==> config.mk <==
export PLATFORM = sky130hd
export DESIGN_NAME = gpio_serial_writer
export DESIGN_NICKNAME = d
export VERILOG_FILES = /design/src/rtl/gpio_serial_writer_pkg.sv /design/src/rtl/gpio_serial_writer_strobe_timer.sv /design/src/rtl/gpio_serial_writer.sv
export SDC_FILE = /design/constraint.sdc
export NUM_CORES = 1
export LEC_CHECK = 0
export ABC_AREA = 0
export BUFFER_PORTS_ARGS = -buffer_cell sky130_fd_sc_hd__buf_2
export CAP_MARGIN = 20
export CORE_UTILIZATION = 50
export CTS_CLUSTER_DIAMETER = 150
export DETAILED_ROUTE_END_ITERATION = 8
export PLACE_DENSITY = 0.81
export SLEW_MARGIN = 40
export SYNTH_ARGS = -nofsm -noshare
export SYNTH_HDL_FRONTEND = slang
export SYNTH_SLANG_ARGS = --single-unit
==> constraint.sdc <==
create_clock -name clk -period 3 [get_ports clk]
set_input_delay 0.3 -clock clk [delete_from_list [all_inputs] [get_ports clk]]
set_output_delay 0.3 -clock clk [all_outputs]
set_load 0.1 [all_outputs]
==> src/rtl/gpio_serial_writer_pkg.sv <==
// gpio_serial_writer_pkg: target codes, GPIO bit map and target decode for the serial config writer
// Package rfsoc_config: gpio_target_t codes, strobe phase type, gpio_ctrl bit
// indices and the target -> (strobe bit, word/flag) mapping.
package rfsoc_config;
   typedef enum logic [2:0] {
      CYCLE_COUNT      = 3'd0,
      MASK             = 3'd1,
      PRE_DELAY        = 3'd2,
      POST_DELAY       = 3'd3,
      LOCKING_WAVEFORM = 3'd4,
      MUX_SET          = 3'd5,
      MASK_ENABLE      = 3'd6,
      RESERVED         = 3'd7
   } gpio_target_t;
   typedef enum logic [1:0] {P_IDLE, P_SETUP, P_HIGH, P_HOLD} strobe_phase_t;
   localparam int sdata                = 0;
   localparam int cycle_count_clk      = 1;
   localparam int mask_clk             = 2;
   localparam int pre_delay_cycle_clk  = 3;
   localparam int post_delay_cycle_clk = 4;
   localparam int locking_waveform_clk = 5;
   localparam int mux_set_clk          = 6;
   localparam int mask_enable_clk      = 7;
   typedef struct packed {
      logic       flag;
      logic [3:0] idx;
   } target_info_t;
   function automatic target_info_t target_info(input gpio_target_t t);
      target_info_t r;
      r.flag = t == MUX_SET || t == MASK_ENABLE;
      r.idx  = t == CYCLE_COUNT      ? 4'(cycle_count_clk) :
               t == MASK             ? 4'(mask_clk) :
               t == PRE_DELAY        ? 4'(pre_delay_cycle_clk) :
               t == POST_DELAY       ? 4'(post_delay_cycle_clk) :
               t == LOCKING_WAVEFORM ? 4'(locking_waveform_clk) :
               t == MUX_SET          ? 4'(mux_set_clk) :
               t == MASK_ENABLE      ? 4'(mask_enable_clk) : 4'(sdata);
      return r;
   endfunction
   function automatic logic target_reserved(input gpio_target_t t);
      return t == RESERVED;
   endfunction
endpackage

==> src/rtl/gpio_serial_writer_strobe_timer.sv <==
// gpio_strobe_timer: SETUP/HIGH/HOLD phase sequencer for one serial bit
// Ports: start restarts a bit at SETUP; phase is the current phase,
// phase_last flags the final cycle of that phase, bit_done the final HOLD cycle.
import rfsoc_config::*;
module gpio_strobe_timer #(
   parameter int SETUP_CYCLES = 2,
   parameter int HIGH_CYCLES  = 2,
   parameter int HOLD_CYCLES  = 2
) (
   input  logic          clk,
   input  logic          rst,
   input  logic          start,
   output strobe_phase_t phase,
   output logic          phase_last,
   output logic          bit_done
);
   logic [15:0] cnt;
   always_comb begin
      phase_last = phase == P_SETUP ? cnt == 16'(SETUP_CYCLES - 1) :
                   phase == P_HIGH  ? cnt == 16'(HIGH_CYCLES - 1) :
                   phase == P_HOLD  ? cnt == 16'(HOLD_CYCLES - 1) : 1'b0;
      bit_done   = phase == P_HOLD && phase_last;
   end
   always_ff @(posedge clk)
      if (rst) begin
         phase <= P_IDLE;
         cnt   <= '0;
      end else if (start) begin
         phase <= P_SETUP;
         cnt   <= '0;
      end else if (phase != P_IDLE) begin
         cnt <= phase_last ? '0 : cnt + 16'd1;
         if (phase_last)
            phase <= phase == P_SETUP ? P_HIGH : phase == P_HIGH ? P_HOLD : P_IDLE;
      end
endmodule

==> src/rtl/gpio_serial_writer.sv <==
// gpio_serial_writer: bit-serial GPIO configuration transmitter for dac_driver
// Ports: s_cmd_* valid/ready command (target + DATA_WIDTH value); gpio_ctrl carries
// sdata and the per-target strobes; select_out frames the shift; busy/done/err status.
// GPIO_WRITER_SHADOW_EN adds per-target shadow registers read via rd_target/rd_data.
import rfsoc_config::*;
module gpio_serial_writer #(
   parameter int GPIO_WIDTH   = 16,
   parameter int DATA_WIDTH   = 256,
   parameter int SETUP_CYCLES = 2,
   parameter int HIGH_CYCLES  = 2,
   parameter int HOLD_CYCLES  = 2,
   parameter int FLAG_PULSES  = 8
) (
   input  logic                  clk,
   input  logic                  rst,
   input  logic [2:0]            s_cmd_target,
   input  logic [DATA_WIDTH-1:0] s_cmd_data,
   input  logic                  s_cmd_valid,
   output logic                  s_cmd_ready,
   output logic [GPIO_WIDTH-1:0] gpio_ctrl,
   output logic                  select_out,
   output logic                  busy,
   output logic                  done,
   output logic                  err
`ifdef GPIO_WRITER_SHADOW_EN
   ,
   input  logic [2:0]            rd_target,
   output logic [DATA_WIDTH-1:0] rd_data
`endif
);
   typedef enum logic [2:0] {IDLE, SETUP, HIGH, HOLD, FINISH} state_t;
   state_t                state;
   gpio_target_t          tgt;
   logic [DATA_WIDTH-1:0] data_q;
   logic [8:0]            cnt;
   target_info_t          cur;
   strobe_phase_t         phase;
   logic                  phase_last, bit_done, accept, acc_res, last_bit, start, nxt_bit;
   logic [GPIO_WIDTH-1:0] strobe;
   always_comb begin
      cur      = target_info(tgt);
      acc_res  = target_reserved(gpio_target_t'(s_cmd_target));
      accept   = state == IDLE && s_cmd_valid && s_cmd_ready;
      last_bit = cnt == (cur.flag ? 9'(FLAG_PULSES - 1) : 9'(DATA_WIDTH - 1));
      start    = (accept && !acc_res) || (state == HOLD && bit_done && !last_bit);
      nxt_bit  = cur.flag ? data_q[0] : 1'(data_q >> (cnt + 9'd1));
      strobe   = GPIO_WIDTH'(1) << cur.idx;
   end
   gpio_strobe_timer #(
      .SETUP_CYCLES(SETUP_CYCLES),
      .HIGH_CYCLES (HIGH_CYCLES),
      .HOLD_CYCLES (HOLD_CYCLES)
   ) u_timer (
      .clk       (clk),
      .rst       (rst),
      .start     (start),
      .phase     (phase),
      .phase_last(phase_last),
      .bit_done  (bit_done)
   );
   // Outputs are loaded on the same edge as the state they belong to, so
   // every pin comes straight from a flop.
   always_ff @(posedge clk)
      if (rst) begin
         state       <= IDLE;
         tgt         <= CYCLE_COUNT;
         data_q      <= '0;
         cnt         <= '0;
         s_cmd_ready <= 1'b1;
         gpio_ctrl   <= '0;
         select_out  <= 1'b0;
         busy        <= 1'b0;
         done        <= 1'b0;
         err         <= 1'b0;
      end else case (state)
         IDLE: if (accept) begin
            tgt         <= gpio_target_t'(s_cmd_target);
            data_q      <= s_cmd_data;
            cnt         <= '0;
            s_cmd_ready <= 1'b0;
            state       <= acc_res ? FINISH : SETUP;
            select_out  <= !acc_res;
            busy        <= !acc_res;
            gpio_ctrl   <= acc_res ? '0 : GPIO_WIDTH'(s_cmd_data[0]) << sdata;
            done        <= acc_res;
            err         <= acc_res;
         end
         SETUP: if (phase == P_SETUP && phase_last) begin
            state     <= HIGH;
            gpio_ctrl <= gpio_ctrl | strobe;
         end
         HIGH: if (phase == P_HIGH && phase_last) begin
            state     <= HOLD;
            gpio_ctrl <= gpio_ctrl & ~strobe;
         end
         HOLD: if (bit_done) begin
            state      <= last_bit ? FINISH : SETUP;
            cnt        <= last_bit ? cnt : cnt + 9'd1;
            gpio_ctrl  <= last_bit ? '0 : GPIO_WIDTH'(nxt_bit) << sdata;
            select_out <= !last_bit;
            busy       <= !last_bit;
            done       <= last_bit;
         end
         default: begin
            state       <= IDLE;
            s_cmd_ready <= 1'b1;
            done        <= 1'b0;
            err         <= 1'b0;
         end
      endcase
`ifdef GPIO_WRITER_SHADOW_EN
   logic [DATA_WIDTH-1:0] shadow [8];
   // err is only high in the FINISH of a dropped reserved command.
   always_ff @(posedge clk)
      if (rst) begin
         for (int i = 0; i < 8; i++) shadow[i] <= '0;
         rd_data <= '0;
      end else begin
         if (state == FINISH && !err) shadow[tgt] <= cur.flag ? DATA_WIDTH'(data_q[0]) : data_q;
         rd_data <= shadow[rd_target];
      end
`endif
endmodule

==> results.cfg, run 1 <==
[grt]
grt_pass1_vias = 12236
number_of_antenna_violations_at_the_first_check_in_global_routing = 1
track_usage = 0.277
grt-ovfl-total = 0
first_pass_grt_wire_length_um = 62000
grt_max_degree = 180

[clocking]
numCtsBuffers = 34
cts_max_path_buffers = 3
tritoncts_clock_tree = built
cts.sink_count = 309
cts-hold-fix-buffers = 0
clk_transition_reported_paths_ps = 60
ctsHtreeMaxLevel = 2
clk_lat_worst_skew_ps = 530
cts_root_buffer = sky130_fd_sc_hd__clkbuf_16

[synthesis]
synthTopCellsByCount = sky130_fd_sc_hd__nand2_1 (645), sky130_fd_sc_hd__dfxtp_1 (309), sky130_fd_sc_hd__a21oi_1 (283), sky130_fd_sc_hd__clkbuf_1 (93), sky130_fd_sc_hd__nand3_1 (57)
yosys_warnings = 0
synth_sequential_area_ratio = 0.455
synth.cell_area_mm2 = 0.0136
post-synth-top-count-cell = sky130_fd_sc_hd__nand2_1
synth_largest_area_cell = sky130_fd_sc_hd__dfxtp_1
yosys_register_bits = 309
netlist_instances = 1739
synth_edf_count = 0
postSynthNetCount = 2008
synth_cell_types = 61
syn_area_per_cell_um2 = 7.81
synthTopCellsByArea = sky130_fd_sc_hd__dfxtp_1 (46%), sky130_fd_sc_hd__nand2_1 (18%), sky130_fd_sc_hd__a21oi_1 (10%)
async_flop_share = 0
yosys_most_used_dff = sky130_fd_sc_hd__dfxtp_1
synth_top_cell_area_share = 0.455

[routing]
drt_wl_total_um = 39600
first_iter_violations = 1263
wl_met3_um = 2880
wl_met2_um = 18900
top_signal_layer_used = met4
via_count = 13100
drt-vias-per-instance = 5.63
ant_nets = 0
route.detailed.wl_per_inst_um = 17.0
firstDrtPassIters = 7
m1WireLength_um = 16300
drc = 0

[floorplanning]
die_h_um = 167
die_x_um = 167
floorplan.core_area_mm2 = 0.0264
die_area_mm2 = 0.0278
ioPinCount = 283
placement_rows = 59
start_util = 0.515

[power_and_ir_drop]
vdd.ir_drop.worst_mv = 0.375
share_clk_of_total_power = 0.402
power.share.combinational = 0.145
internal_power_w = 0.00741
share_seq_of_total_power = 0.454
netSwitchingFraction = 0.276
leakage_power_nw = 6.37
switchingPower_w = 0.00282
power_per_cell_area_mw_per_mm2 = 623

[sta]
fin_crit_sh = 0.966
finalHoldViolations = 0
worstMarginPinSlew_ps = 849
max_freq_mhz = 345
final_max_slew_viol_count = 0
finalHoldWorstSlack_ps = 9.47
skew_ps = 22.2
final.setup.worst_slack_ps = 101
setup_viol = 0
shortest_clock_period_the_worst_path_allows_after_layout_ps = 2900
timing.max_slew.rel_slack = 0.434

[layout]
synthToLayoutAreaGrowth_pct = 20.9
layout-drive-gt1-share = 0.213
layout.nets = 2235

[critical_path]
path_max_fanout = 8
cp.depth = 10
crit_required_ps = 3470
rr_worst_depth = 10
cpLargestDelayFamily = compound AO/OA/AOI/OAI gates
startpoint_type = flip-flop
criticalPathCategory = reg -> reg
worstPathBufferInverterCount = 1
crit_path_top_delay_cell = sky130_fd_sc_hd__a221o_1
timing.critical_path.to_type = flip-flop
critical_path.max_stage_delay_ps = 550
crit_path_cell_chain = ha_4, nand2b_1, a22oi_1, a221o_1, a21boi_0, a2111oi_1, buf_4, a2bb2oi_1, a41oi_1, nand2_1
cp_data_arrival_time_ps = 3370

[flow_run]
cap_violations = 0

[min_path]
whs_path_depth = 3
holdCritPathClass = in -> reg

[placed_design]
port_buffer_cells = 282
dp.final_hpwl_um = 27600
dp_worst_setup_slack_ps = 210
gp_congestion = 0.899

[run_status]
outcome = completed
per-stage QoR:
step,setup TNS [ps],instances,instance area [um2],utilization,power [W]
CTS,0,2320,16400,0.621,0.0103
finish,0,2325,16400,0.623,0.0102
global route,-25.8,2323,16400,0.623,0.0106
detailed placement,0,2262,15300,0.580,0.00618
global placement,0,2262,15300,0.580,0.00614
floorplan,0,1739,13600,-,0.00564
worst min-delay path: stages:
cell,delay [ps]
sky130_fd_sc_hd__buf_2,90
sky130_fd_sc_hd__nand2_1,40
sky130_fd_sc_hd__a21oi_1,50
state kept, by name, indices dropped and copies added, names as in the netlist, 2 cells and up:
name           cells
cnt                9
data_q           256
state              3
tgt                3
u_timer.phase      2
gpio_ctrl         16
u_timer.cnt       16
logic make-up (layout without fill, tap and decap cells):
family,after synthesis,count (layout),synth area share
xor gates and xnor gates,25,25,0.0189
muxes,62,62,0.0773
buffers and inverters,138,387,0.0436
AOI/OAI and AO/OA,365,365,0.149
and+or+nand+nor,833,833,0.250
other,0,2,0
DFF,309,309,0.455
adders and majority gates,7,7,0.00645
worst paths after layout:
check	slack, ps	from	end
worst min-delay path	9	s_cmd_data[8]	data_q[8]
worst min register to register	450	gpio_ctrl[13]	gpio_ctrl[13]
worst max register to register	100	cnt[1]	gpio_ctrl[0]
worst max-delay path	100	cnt[1]	gpio_ctrl[0]
layer usage:
metal / vias to the layer above / track usage
met5: - / 0
met4: 0 / 0.118
met3: 116 / 0.0563
met2: 565 / 0.457
met1: 6113 / 0.351
li1: 6306 / -
power by group through the flow:
stage,combinational [W],sequential (W),clock [W]
final,0.00148,0.00464,0.00411
after global routing,0.00163,0.00467,0.00434
after global placement,0.00143,0.00471,0
after CTS,0.00147,0.00463,0.00416
after floorplan,0.000947,0.00470,0
after detailed placement,0.00146,0.00472,0
final cells by class:
type                    instances  area [um2]
repair buffers                321        1840
well taps                     335         419
clock buffers                  48         973
clock inverters                10         123
diodes                          2        5.00
fillers                      2240        9930
multi-input cells            1292        6840
inverters                       8        30.0
flip-flops and latches        309        6190
timing repair:
| item | 4_1_cts | 5_1_grt |
|---|---|---|
| gates resized for setup | 0 | 2 |
| endpoints found under the setup margin | 0 | 1 |
| setup buffers | 0 | 2 |
placed cells by master (no fill, tap or decap), types with 6 or more instances in the layout:
cell	count
sky130_fd_sc_hd__nand2_1	644
sky130_fd_sc_hd__dfxtp_1	307
sky130_fd_sc_hd__a21oi_1	283
sky130_fd_sc_hd__buf_2	281
sky130_fd_sc_hd__nand3_1	57
sky130_fd_sc_hd__nor2_1	54
sky130_fd_sc_hd__clkbuf_16	35
sky130_fd_sc_hd__mux4_2	34
sky130_fd_sc_hd__buf_4	29
sky130_fd_sc_hd__mux2i_1	25
sky130_fd_sc_hd__o21ai_0	19
sky130_fd_sc_hd__nor3_1	14
sky130_fd_sc_hd__nor2b_1	13
sky130_fd_sc_hd__xnor2_1	12
sky130_fd_sc_hd__and2_1	12
sky130_fd_sc_hd__xor2_1	11
sky130_fd_sc_hd__a22oi_1	11
sky130_fd_sc_hd__a31oi_1	9
sky130_fd_sc_hd__buf_12	9
sky130_fd_sc_hd__inv_1	8
sky130_fd_sc_hd__nand4_1	8
sky130_fd_sc_hd__clkbuf_8	8
sky130_fd_sc_hd__clkbuf_1	7
sky130_fd_sc_hd__ha_1	6
Note: power is estimated with default switching activity, not from simulation.
==> run 2: changes to the inputs <==
==> constraint.sdc (replaced) <==
create_clock -name clk -period 3.75 [get_ports clk]
set_input_delay 0.375 -clock clk [delete_from_list [all_inputs] [get_ports clk]]
set_output_delay 0.375 -clock clk [all_outputs]
set_load 0.1 [all_outputs]
==> results.cfg, run 2 (synthesized netlist as in run 1, its figures left out) <==
[clocking]
cts_root_buffer = sky130_fd_sc_hd__clkbuf_16
clk_lat_worst_skew_ps = 560
post_cts.resized_instances = 0
cts_max_path_buffers = 3
number_of_buffers_inserted_to_repair_setup_after_cts = 0
cts.sink_count = 309
ctsHtreeMaxLevel = 1
cts-hold-fix-buffers = 0
clk_transition_reported_paths_ps = 60
numCtsBuffers = 31
tritoncts_clock_tree = built

[floorplanning]
floorplan.core_area_mm2 = 0.0264
placement_rows = 59
die_x_um = 167
die_area_mm2 = 0.0278
ioPinCount = 283
start_util = 0.515
die_h_um = 167

[grt]
grt_pass1_vias = 12081
first_pass_grt_wire_length_um = 60100
track_usage = 0.266
grt-ovfl-total = 0
grt_max_degree = 183
number_of_antenna_violations_at_the_first_check_in_global_routing = 0

[sta]
tns_ps = 0
final_max_slew_viol_count = 0
finalHoldViolations = 0
rsz0062_at_grt = no
skew_ps = 12.4
shortest_clock_period_the_worst_path_allows_after_layout_ps = 3160
fin_crit_sh = 0.843
worstMarginPinSlew_ps = 810
max_freq_mhz = 316
setup_viol = 0
timing.max_slew.rel_slack = 0.460

[layout]
largest-register = data_q
layout.nets = 2208
largest_register_ff_count = 256
diodes = 0
final_area_mm2 = 0.0161
mostFrequentLayoutCell = sky130_fd_sc_hd__nand2_1
highest_count_cells_in_the_layout_ignoring_fill_and_taps = sky130_fd_sc_hd__nand2_1 (644), sky130_fd_sc_hd__dfxtp_1 (308), sky130_fd_sc_hd__a21oi_1 (283)
regs_by_ff_count = data_q (256), gpio_ctrl (16), u_timer.cnt (16)
synthToLayoutAreaGrowth_pct = 18.3
layout-drive-gt1-share = 0.201

[routing]
firstDrtPassIters = 5
drt_wl_total_um = 38200
route.detailed.wl_per_inst_um = 16.7
drc = 0
first_iter_violations = 1323
drt-vias-per-instance = 5.64
ant_nets = 0
via_count = 12926

[critical_path]
reg2reg_setup_slack_ps = 590
path_max_fanout = 29
cp_data_arrival_time_ps = 3660
timing.critical_path.to_type = flip-flop
crit_path_cell_chain = ha_4, xnor2_4, buf_4, nand2_1, nand3_1, nand4_1, a2111oi_1, a2bb2oi_1, a41oi_1, nand2_1
rr_worst_depth = 10
critical_path.most_common_cell = sky130_fd_sc_hd__nand2_1
startpoint_type = flip-flop
crit_path_top_delay_cell = sky130_fd_sc_hd__a2111oi_1
critical_path.max_stage_delay_ps = 730
regToRegStartpoint = cnt[1]
crit_required_ps = 4250
r2r-end = gpio_ctrl[0]
criticalPathCategory = reg -> reg

[placed_design]
postPlaceCellArea_mm2 = 0.0151
gp_congestion = 0.915
port_buffer_cells = 282
dp.final_hpwl_um = 26700

[power_and_ir_drop]
leakage_power_nw = 6.18
switchingPower_w = 0.00216
share_seq_of_total_power = 0.473
vdd.ir_drop.worst_mv = 0.439
share_clk_of_total_power = 0.381
power.share.combinational = 0.146
internal_power_w = 0.00569
power_per_cell_area_mw_per_mm2 = 488
netSwitchingFraction = 0.275

[min_path]
whs_path_depth = 3
holdCritPathClass = in -> reg
destination_of_the_worst_hold_path = data_q[224]
hold_path_startpoint = s_cmd_data[224]

[run_status]
outcome = completed

[flow_run]
cap_violations = 0
run 2: cell count changes in the layout (fill, tap and decap cells not counted), moves of 2 or more:
cell,previous run,this run
sky130_fd_sc_hd__diode_2,2,0
sky130_fd_sc_hd__clkbuf_16,35,31
sky130_fd_sc_hd__clkbuf_8,8,10
sky130_fd_sc_hd__buf_4,29,9
sky130_fd_sc_hd__clkbuf_1,7,5
sky130_fd_sc_hd__inv_6,3,1
sky130_fd_sc_hd__buf_12,9,6
run 2: stage by stage:
step                      hold WS (ps)   util  total power [W]  worst slack (ps)  std cells
after floorplan                    433      -          0.00451               966       1739
after global placement             436  0.572          0.00488               680       2240
after detailed placement           443  0.572          0.00491               573       2240
after CTS                         34.8  0.609          0.00788               461       2292
after global routing              46.2  0.610          0.00816               374       2293
final                             51.2  0.610          0.00785               590       2293
run 2: layout make-up:
cell class              instances  area (um2)
fillers                      2323       10300
flip-flops and latches        309        6190
clock inverters                 7        63.8
repair buffers                297        1610
multi-input cells            1292        6850
inverters                       8        30.0
clock buffers                  45         918
well taps                     335         419
run 2: worst max-delay path: cells and delay by family, from the launching register on:
family	cells	cell delay, ps
adder cells (fa/ha/maj)	1	260
AND/OR/NAND/NOR	4	380
AO/OA/AOI/OAI	3	1090
XOR/XNOR	1	550
flip-flops	1	380
buffers and inverters	1	410
run 2: worst max-delay path by stage:
stage,start,end,slack [ps],cells past startpoint
CTS,cnt[1],gpio_ctrl[0],460,9
global route,cnt[4],u_timer.cnt[9],370,8
finish,cnt[1],gpio_ctrl[0],590,10
global placement,cnt[1],gpio_ctrl[0],680,9
floorplan,cnt[1],gpio_ctrl[0],970,10
detailed placement,cnt[1],gpio_ctrl[0],570,9
run 2: metal layers:
layer | GRT usage | vias to the layer above | wire [um]
met5 | 0 | - | 0
met4 | 0.109 | 0 | 1420
met3 | 0.0397 | 91 | 2780
met2 | 0.438 | 532 | 18200
met1 | 0.349 | 6062 | 15800
li1 | - | 6241 | -
run 2: power groups by stage:
| stage | clock network [W] | logic [W] | registers (W) |
|---|---|---|---|
| floorplan | 0 | 0.000758 | 0.00376 |
| global route | 0.00315 | 0.00127 | 0.00374 |
| CTS | 0.00303 | 0.00114 | 0.00371 |
| detailed placement | 0 | 0.00114 | 0.00378 |
| global placement | 0 | 0.00111 | 0.00377 |
| finish | 0.00299 | 0.00115 | 0.00371 |
==> run 3: changes to the inputs <==
--- a/config.mk
+++ b/config.mk
@@ -5,7 +5,7 @@
 export SDC_FILE = /design/constraint.sdc
 export NUM_CORES = 1
 export LEC_CHECK = 0
-export ABC_AREA = 0
+export ABC_AREA = 1
 export BUFFER_PORTS_ARGS = -buffer_cell sky130_fd_sc_hd__buf_2
 export CAP_MARGIN = 20
 export CORE_UTILIZATION = 50
==> constraint.sdc (replaced) <==
create_clock -name clk -period 3.25 [get_ports clk]
set_input_delay 0.325 -clock clk [delete_from_list [all_inputs] [get_ports clk]]
set_output_delay 0.325 -clock clk [all_outputs]
set_load 0.1 [all_outputs]
==> results.cfg, run 3 <==
[clocking]
cts_root_buffer = sky130_fd_sc_hd__clkbuf_16
clk_transition_reported_paths_ps = 60
clk_lat_worst_skew_ps = 510
number_of_buffers_inserted_to_repair_setup_after_cts = 0
tritoncts_clock_tree = built
cts.sink_count = 309
ctsHtreeMaxLevel = 2
numCtsBuffers = 34
cts_max_path_buffers = 3
cts-hold-fix-buffers = 0
post_cts.resized_instances = 0

[floorplanning]
die_x_um = 169
floorplan.core_area_mm2 = 0.0271
placement_rows = 60
die_h_um = 169
die_area_mm2 = 0.0284
ioPinCount = 283
start_util = 0.513

[grt]
track_usage = 0.279
number_of_antenna_violations_at_the_first_check_in_global_routing = 2
grt_max_degree = 256
grt_pass1_vias = 13053
grt-ovfl-total = 0
first_pass_grt_wire_length_um = 64200

[routing]
drc = 0
ant_nets = 0
drt-vias-per-instance = 5.43
via_count = 13903
firstDrtPassIters = 6
first_iter_violations = 1256
drt_wl_total_um = 40300
route.detailed.wl_per_inst_um = 15.7

[synthesis]
synth_sequential_area_ratio = 0.445
post-synth-top-count-cell = sky130_fd_sc_hd__nand2_1
yosys_register_bits = 309
synth.cell_area_mm2 = 0.0139
synth_top_cell_area_share = 0.445
synthTopCellsByArea = sky130_fd_sc_hd__dfxtp_1 (45%), sky130_fd_sc_hd__a21oi_1 (10%), sky130_fd_sc_hd__nand2_1 (10%)
postSynthNetCount = 2237
synthTopCellsByCount = sky130_fd_sc_hd__nand2_1 (378), sky130_fd_sc_hd__dfxtp_1 (309), sky130_fd_sc_hd__a21oi_1 (285), sky130_fd_sc_hd__inv_1 (243), sky130_fd_sc_hd__o21ai_0 (226)
synth_cell_types = 35
yosys_most_used_dff = sky130_fd_sc_hd__dfxtp_1
syn_area_per_cell_um2 = 7.06
netlist_instances = 1968
synth_largest_area_cell = sky130_fd_sc_hd__dfxtp_1
synth_edf_count = 0
async_flop_share = 0
yosys_warnings = 0

[layout]
synthToLayoutAreaGrowth_pct = 19.6
highest_count_cells_in_the_layout_ignoring_fill_and_taps = sky130_fd_sc_hd__nand2_1 (378), sky130_fd_sc_hd__dfxtp_1 (308), sky130_fd_sc_hd__a21oi_1 (285)
largest-register = data_q
largest_register_ff_count = 256
layout-drive-gt1-share = 0.177
final_area_mm2 = 0.0166
seqCellArea_mm2 = 0.00619
multi_input_area_mm2 = 0.00619
fillerInstances = 2427
regs_by_ff_count = data_q (256), gpio_ctrl (16), u_timer.cnt (16)
layout.nets = 2430
mostFrequentLayoutCell = sky130_fd_sc_hd__nand2_1

[critical_path]
path_max_fanout = 46
startpoint_type = flip-flop
rr_worst_depth = 16
crit_path_top_delay_cell = sky130_fd_sc_hd__buf_4
worstPathBufferInverterCount = 2
regToRegStartpoint = cnt[0]
cp.depth = 16
critical_path.most_common_cell = sky130_fd_sc_hd__nand3_1
cp-startpoint = cnt[0]
crit_required_ps = 3710
timing.critical_path.to_type = flip-flop
cpLargestDelayFamily = simple AND/OR/NAND/NOR gates
critical_path.max_stage_delay_ps = 490
criticalPathCategory = reg -> reg
crit_path_cell_chain = ha_2, buf_4, o211ai_1, nand3_1, nand3_1, nand3_1, nand3_1, nand3_1, nand3_1, nand2_1, nand2_1, nand2_1, nand2_1, nand3_1, nand2_1, inv_1
cp_data_arrival_time_ps = 3010

[sta]
final_max_slew_viol_count = 0
shortest_clock_period_the_worst_path_allows_after_layout_ps = 2550
skew_ps = 15.3
finalHoldWorstSlack_ps = 61.4
final.setup.worst_slack_ps = 701
max_freq_mhz = 392
tns_ps = 0
rsz0062_at_grt = no
finalHoldViolations = 0
fin_crit_sh = 0.784
worstMarginPinSlew_ps = 763
setup_viol = 0
timing.max_slew.rel_slack = 0.492

[flow_run]
cap_violations = 0

[run_status]
outcome = completed

[placed_design]
postPlaceCellArea_mm2 = 0.0154
gp_congestion = 0.868
port_buffer_cells = 282
dp.final_hpwl_um = 26300
dp_worst_setup_slack_ps = 754

[min_path]
holdCritPathClass = in -> reg
hold_path_startpoint = s_cmd_data[95]
whs_path_depth = 3

[power_and_ir_drop]
vdd.ir_drop.worst_mv = 0.639
power_per_cell_area_mw_per_mm2 = 807
leakage_power_nw = 7.00
totalPowerFinal_w = 0.0134
## run 3: cell type report
| cell class | instances | share of cell area |
|---|---|---|
| Multi-Input combinational cell | 1265 | 0.373 |
| Sequential cell | 309 | 0.373 |
| Timing Repair Buffer | 298 | 0.0988 |
| Clock buffer | 47 | 0.0603 |
| Inverter | 253 | 0.0574 |
| Tap cell | 372 | 0.0280 |
| Clock inverter | 14 | 0.00934 |
| Antenna cell | 3 | 0.000452 |
## run 3: worst reg2reg max path: cells and delay by family (launching register included)
kind,cells,cell delay [ps]
AO/OA/AOI/OAI,1,220
adder cells (fa/ha/maj),1,340
buffers and inverters,2,530
flip-flops,1,370
AND/OR/NAND/NOR,12,1020
## run 3: cells by family after synthesis
logic type	count (synthesis)	share of synthesized area
flip-flops	309	0.445
XOR/XNOR	15	0.0108
adder cells (fa/ha/maj)	7	0.00631
buffers and inverters	394	0.111
AO/OA/AOI/OAI	585	0.223
AND/OR/NAND/NOR	658	0.203
## run 3: final timing paths
check / to / slack (ps)
worst max register to register: gpio_ctrl[0] / 700
worst min register to register: data_q[182] / 450
worst min-delay path: data_q[95] / 60
worst max-delay path: gpio_ctrl[0] / 700
## run 3: metrics by stage
step | instances | util
after global routing | 2559 | 0.613
after detailed placement | 2496 | 0.569
after CTS | 2557 | 0.611
after global placement | 2496 | 0.568
after floorplan | 1968 | -
final | 2561 | 0.613
## run 3: where the power goes
| group | switching (W) | internal (W) | total, W |
|---|---|---|---|
| Sequential | 0.000337 | 0.00475 | 0.00508 |
| Combinational | 0.00308 | 0.00125 | 0.00433 |
| Clock | 0.00158 | 0.00240 | 0.00398 |
## run 3: metal layers
layer	share of wire	GRT usage
met5	0	0
met4	0.039	0.124
met3	0.077	0.0407
met2	0.45	0.450
met1	0.43	0.371
